## src/rtl/bomb_game_ctrl_if.sv

```systemverilog
// Link between the game sequencer and the password-check block.
// master: sequencer side (drives enable, clear and password; receives match flag).
// slave : checker side.
interface bomb_game_ctrl_if;
  logic       startInput;  // checker enable
  logic       chk_rst;     // active-low checker clear
  logic [6:0] psw;         // latched password
  logic       success;     // registered match flag from the checker

  modport master (
    output startInput,
    output chk_rst,
    output psw,
    input  success
  );

  modport slave (
    input  startInput,
    input  chk_rst,
    input  psw,
    output success
  );
endinterface

```

## src/rtl/bomb_game_ctrl.sv

```systemverilog
// Bomb-game sequencer: arms with a switch password, counts seconds down,
// gates/clears the password checker, counts wrong tries, decides defused/exploded.
// Ports: clk, rst (async active-low), SW, BTN7 (arm/restart), BTN6 (confirm),
//        chk (checker link, master side), sec_left, tries_left, beep, defused, exploded.
module bomb_game_ctrl #(
  parameter int TICK_DIV   = 50_000_000,
  parameter int COUNT_INIT = 60,
  parameter int MAX_TRIES  = 3
) (
  input  logic                      clk,
  input  logic                      rst,
  input  logic [6:0]                SW,
  input  logic                      BTN7,
  input  logic                      BTN6,
  bomb_game_ctrl_if.master          chk,
  output logic [6:0]                sec_left,
  output logic [1:0]                tries_left,
  output logic                      beep,
  output logic                      defused,
  output logic                      exploded
);

  localparam int CW = (TICK_DIV > 1) ? $clog2(TICK_DIV) : 1;
  localparam logic [CW-1:0] TICK_LAST = CW'(TICK_DIV - 1);

  typedef enum logic [2:0] {
    S_IDLE,
    S_ARMED,
    S_CHECK,
    S_DEFUSED,
    S_EXPLODED
  } state_t;

  state_t        state, state_nxt;
  logic [CW-1:0] tick_cnt, tick_cnt_nxt;
  logic [6:0]    psw_q, psw_nxt;
  logic [6:0]    sec_q, sec_nxt;
  logic [1:0]    tries_q, tries_nxt;
  logic          b6_prev, b7_prev;
  logic          btn6_rise, btn7_rise;
  logic          counting, tick, timeout;

  assign btn6_rise = BTN6 & ~b6_prev;
  assign btn7_rise = BTN7 & ~b7_prev;

  // The seconds counter runs in both ARMED and CHECK so a confirm never
  // steals time from the countdown.
  assign counting = (state == S_ARMED) || (state == S_CHECK);
  assign tick     = counting && (tick_cnt == TICK_LAST);
  // Tick that takes the last remaining second.
  assign timeout  = tick && (sec_q <= 7'd1);

  always_ff @(posedge clk or negedge rst) begin
    if (!rst) begin
      state    <= S_IDLE;
      tick_cnt <= '0;
      psw_q    <= '0;
      sec_q    <= '0;
      tries_q  <= '0;
      b6_prev  <= 1'b0;
      b7_prev  <= 1'b0;
    end else begin
      state    <= state_nxt;
      tick_cnt <= tick_cnt_nxt;
      psw_q    <= psw_nxt;
      sec_q    <= sec_nxt;
      tries_q  <= tries_nxt;
      b6_prev  <= BTN6;
      b7_prev  <= BTN7;
    end
  end

  always_comb begin
    state_nxt    = state;
    tick_cnt_nxt = tick_cnt;
    psw_nxt      = psw_q;
    sec_nxt      = sec_q;
    tries_nxt    = tries_q;

    if (counting) begin
      tick_cnt_nxt = tick ? '0 : tick_cnt + CW'(1);
      if (tick && (sec_q != 7'd0)) begin
        sec_nxt = sec_q - 7'd1;
      end
    end

    case (state)
      S_IDLE: begin
        if (btn7_rise) begin
          psw_nxt      = SW;
          sec_nxt      = 7'(COUNT_INIT);
          tries_nxt    = 2'(MAX_TRIES);
          tick_cnt_nxt = '0;
          state_nxt    = S_ARMED;
        end
      end
      S_ARMED: begin
        // Running out of time outranks a confirm landing on the same tick.
        if (timeout) begin
          state_nxt = S_EXPLODED;
        end else if (btn6_rise) begin
          state_nxt = S_CHECK;
        end
      end
      S_CHECK: begin
        if (chk.success) begin
          state_nxt = S_DEFUSED;
        end else begin
          if (tries_q != 2'd0) begin
            tries_nxt = tries_q - 2'd1;
          end
          if ((tries_q <= 2'd1) || timeout) begin
            state_nxt = S_EXPLODED;
          end else begin
            state_nxt = S_ARMED;
          end
        end
      end
      S_DEFUSED, S_EXPLODED: begin
        if (btn7_rise) begin
          state_nxt = S_IDLE;
        end
      end
      default: state_nxt = S_IDLE;
    endcase
  end

  // Outputs are decoded from registered state only.
  assign chk.startInput = (state == S_ARMED);
  assign chk.chk_rst    = (state != S_IDLE);
  assign chk.psw        = psw_q;
  assign sec_left       = sec_q;
  assign tries_left     = tries_q;
  assign beep           = tick && (state == S_ARMED);
  assign defused        = (state == S_DEFUSED);
  assign exploded       = (state == S_EXPLODED);

endmodule

```

## src/flat_wrapper.sv

```systemverilog
// flat-port wrapper written by rule: the top's interface ports become plain ports
module bomb_game_ctrl_flat 
#(
  parameter int TICK_DIV   = 50_000_000,
  parameter int COUNT_INIT = 60,
  parameter int MAX_TRIES  = 3
)
  (clk, rst, SW, BTN7, BTN6, sec_left, tries_left, beep, defused, exploded, chk_startInput, chk_chk_rst, chk_psw, chk_success);
  bomb_game_ctrl_if chk_i ();
  input  logic clk;
  input  logic rst;
  input  logic [6:0] SW;
  input  logic BTN7;
  input  logic BTN6;
  output logic [6:0] sec_left;
  output logic [1:0] tries_left;
  output logic beep;
  output logic defused;
  output logic exploded;
  output wire logic [$bits(chk_i.startInput)-1:0] chk_startInput;
  output wire logic [$bits(chk_i.chk_rst)-1:0] chk_chk_rst;
  output wire logic [$bits(chk_i.psw)-1:0] chk_psw;
  input wire logic [$bits(chk_i.success)-1:0] chk_success;
  assign chk_startInput = chk_i.startInput;
  assign chk_chk_rst = chk_i.chk_rst;
  assign chk_psw = chk_i.psw;
  assign chk_i.success = chk_success;
  bomb_game_ctrl #(.TICK_DIV(TICK_DIV), .COUNT_INIT(COUNT_INIT), .MAX_TRIES(MAX_TRIES)) u_core (.clk(clk), .rst(rst), .SW(SW), .BTN7(BTN7), .BTN6(BTN6), .chk(chk_i), .sec_left(sec_left), .tries_left(tries_left), .beep(beep), .defused(defused), .exploded(exploded));
endmodule
```

## config.mk

```make
export PLATFORM = sky130hd
export DESIGN_NAME = bomb_game_ctrl_flat
export DESIGN_NICKNAME = d
export VERILOG_FILES = /design/src/rtl/bomb_game_ctrl_if.sv /design/src/rtl/bomb_game_ctrl.sv /design/src/flat_wrapper.sv
export SDC_FILE = /design/constraint.sdc
export NUM_CORES = 1
export LEC_CHECK = 0
export CAP_MARGIN = 20
export CORE_AREA = 4 4 90 67
export CTS_CLUSTER_SIZE = 12
export DETAILED_ROUTE_END_ITERATION = 8
export DIE_AREA = 0 0 94 71
export HOLD_SLACK_MARGIN = 0.08
export PLACE_DENSITY = 0.72
export SLEW_MARGIN = 10
export SYNTH_ARGS = -nofsm -noshare
export SYNTH_HDL_FRONTEND = slang
export SYNTH_SLANG_ARGS = --single-unit
export TNS_END_PERCENT = 5
```

## constraint.sdc

```tcl
create_clock -name clk -period 5.35 [get_ports clk]
set_input_delay 0.8025 -clock clk [delete_from_list [all_inputs] [get_ports clk]]
set_output_delay 0.8025 -clock clk [all_outputs]
set_load 0.02 [all_outputs]
```

==> results.yml <==
status:
  outcome: "complete, no violations"
die:
  row_count: 22
  starting_density_of_the_core_pct: 48.92
  fp.dieW_um: 94
  floorplan.die_area_mm2: 0.006674
  fp.dieH_um: 71
  core_mm2: 0.005120
  boundaryPins: 33
timing:
  max_slew_vio_count: 0
  period_share_pct: 64.14
  final-setup-viol-count: 0
  period_minus_slack_ns: 3.431
  grt_setup_unrepaired: "false"
  fin_worst_skew_ns: 0.006043
  max_freq_mhz: 291.4
  final_critical_path_setup_slack_ns: 1.919
  timing.setup.tns_ns: 0
  relSlewSlack_pct: 45.76
  hold_viol: 0
  worst_slew_pin_slew_ns: 0.8137
clock_tree:
  clockRootBuffer: "sky130_fd_sc_hd__clkbuf_8"
  clock_insertion_delay_worst_skew_ns: 0.30
  tritoncts: "yes"
  post-cts-setup-buffers: 0
  max-clock-path-buffers: 2
  htreeDepth: 2
  cts.sink_count: 47
  clk_pin_slew_worst_paths_ns: 0.09
  cts_made_buffers: 5
  cts.hold.buffers_added: 0
  cts.repair.resized: 0
detailed_routing:
  vias_per_cell: 5.362
  initialDrtViolationCount: 85
  drc: 0
  wl_per_cell_um: 14.22
  finalWirelength_um: 5219
  drt-pass1-iter-count: 4
  via_count: 1968
  drt.antenna.violating_nets: 0
layout:
  fill_cells: 476
  multi_input_comb_area_mm2: 0.001250
  fraction_of_final_layout_cells_sized_beyond_drive_strength_1_pct: 7.797
  diodes: 0
  final-seq-area_mm2: 0.001176
  area_growth_syn_to_layout_pct: 19.33
  final_net_count: 311
  final-instance-count-excl-fill: 367
logic_synthesis:
  postSynth.asyncResetShare_pct: 100.0
  post-synth-top-count-cell: "sky130_fd_sc_hd__dfrtp_1"
  portion_of_the_post_synthesis_area_used_by_sequential_elements_pct: 46.95
  netlist_area_mm2: 0.002505
  synthesis.yosys.warnings: 0
  largest_cells_by_area_after_synthesis: "sky130_fd_sc_hd__dfrtp_1 (47%), sky130_fd_sc_hd__xor2_1 (5.9%), sky130_fd_sc_hd__nand2_1 (5.1%)"
  synth_top_flop_cell: "sky130_fd_sc_hd__dfrtp_1"
  synth_edf_count: 0
  synth_top_area_share_pct: 46.95
  synthesis.instances: 262
  top_cell_type_by_total_area_after_synthesis: "sky130_fd_sc_hd__dfrtp_1"
  ys_top_cells_by_count: "sky130_fd_sc_hd__dfrtp_1 (47), sky130_fd_sc_hd__nand2_1 (34), sky130_fd_sc_hd__nor2_1 (34)"
  flops_latches_synth: 47
  synth_cell_types: 50
  syn-num-nets: 279
  synthesis.area_per_instance_um2: 9.561
worst_setup_path:
  r2r_end: "u_core.tick_cnt[9]"
  criticalPathCategory: "reg -> out"
  worst_r2r_path_depth: 5
  critPathRequiredTime_ns: 4.55
  rr_startpoint: "u_core.state[0]"
  cp_cell_sequence: "xnor2_2, nor4b_4, and4_1, clkdlybuf4s50_1"
  rrSetupSlack_ns: 2.53
  setup.worst_path.end_class: "output pin"
  crit_path_max_incr_delay_ns: 0.72
  arrival_ns: 2.63
  critPathSlowestCell: "sky130_fd_sc_hd__nor4b_4"
  critPathMaxFanout: 15
  setup.worst_path.start_class: "flip-flop"
power_and_ir_drop:
  p_leak_nw: 1.312
  power-per-cell-area_mw_per_mm2: 440.9
  vdd.ir_drop.worst_uv: 291.6
  total_power_mw: 1.318
placed_design:
  placement.setup.worst_slack_ns: 2.240
  hpwl_um: 3612
  gp_congestion: 0.8115
  numPlacedInstances: 358
  port_buffers: 32
global_route:
  antenna_found_initial: 0
  grt_use_total_pct: 16.28
  first_pass_grt_wire_length_um: 8735
  first_global_vias: 1880
  grt_max_degree: 48
  grt_overflow_total: 0
hold_path:
  timing.hold.worst.class: "in -> async"
job:
  drv.max_cap_violation_count: 0
-- sequential cells by signal (all words and copies together) (netlist names) --
| register | cells |
|---|---|
| u_core.b6_prev | 1 |
| u_core.b7_prev | 1 |
| u_core.chk.psw | 7 |
| u_core.sec_left | 7 |
| u_core.state | 3 |
| u_core.tick_cnt | 26 |
| u_core.tries_left | 2 |
-- layout by cell type, fill, tap and decap left out, types with 2 or more instances in the layout --
cell type	synthesis	routed
sky130_fd_sc_hd__dfrtp_1	47	47
sky130_fd_sc_hd__nor2_1	34	34
sky130_fd_sc_hd__nand2_1	34	34
sky130_fd_sc_hd__clkdlybuf4s50_1	0	31
sky130_fd_sc_hd__xor2_1	17	17
sky130_fd_sc_hd__nand4_1	14	14
sky130_fd_sc_hd__nand3_1	11	11
sky130_fd_sc_hd__a21oi_1	10	10
sky130_fd_sc_hd__inv_1	8	8
sky130_fd_sc_hd__and3_1	8	8
sky130_fd_sc_hd__clkbuf_8	0	7
sky130_fd_sc_hd__xnor2_1	6	6
sky130_fd_sc_hd__nor3_1	5	5
sky130_fd_sc_hd__o21ai_0	5	5
sky130_fd_sc_hd__ha_1	5	5
sky130_fd_sc_hd__nand3b_1	4	4
sky130_fd_sc_hd__nor4_1	3	3
sky130_fd_sc_hd__and4_1	3	3
sky130_fd_sc_hd__or3_1	3	3
sky130_fd_sc_hd__and2_1	3	3
sky130_fd_sc_hd__o31ai_1	2	2
sky130_fd_sc_hd__or2_2	2	2
sky130_fd_sc_hd__nor2b_1	2	2
sky130_fd_sc_hd__a21o_1	2	2
-- how the worst max path moves through the flow --
stage / startpoint / end
4_1_cts: u_core.state[0] / beep
3_5_place_dp: u_core.state[0] / beep
6_report: u_core.state[0] / beep
2_1_floorplan: u_core.state[2] / beep
3_3_place_gp: u_core.state[0] / beep
5_1_grt: u_core.state[0] / beep
-- logic make-up after synthesis --
logic type / Yosys count / share of synthesized area [%]
and+or+nand+nor: 141 / 31.57
xor gates and xnor gates: 24 / 8.691
AOI/OAI and AO/OA: 28 / 7.143
DFF: 47 / 46.95
buffers and inverters: 17 / 3.147
adders and majority gates: 5 / 2.498
-- power by group --
part	internal (mW)	switching, mW	total (mW)
clock network	0.118	0.119	0.237
logic	0.237	0.275	0.512
registers	0.458	0.111	0.569
-- critical path: cells and delay by family (launching register included) --
family        cells  cell delay, ns
simple gates      2            1.03
flops             1            0.46
buf+inv           1            0.60
xor+xnor          1            0.24
-- cell type report --
cell class | count | area share (%)
Sequential cell | 47 | 39.35
Inverter | 8 | 1.005
Clock buffer | 8 | 3.349
Multi-Input combinational cell | 198 | 41.82
Tap cell | 72 | 3.014
Timing Repair Buffer | 34 | 11.47
-- routing by layer --
layer	wire (um)	vias up	global-route usage (%)
met2	2279	31	24.15
met4	50	0	4.167
met1	2696	955	23.86
li1	-	977	-
met5	0	-	0
met3	192	5	3.932
-- metrics by stage --
step	hold slack, ns	utilization (%)	cell area, um2
after floorplan	0.5069	-	2505
after global placement	0.4569	56.04	2869
after detailed placement	0.4628	56.04	2869
after CTS	0.4843	57.99	2969
after global routing	0.3878	58.38	2989
final	0.3804	58.38	2989
No activity file was read; power rests on OpenSTA's default activity.
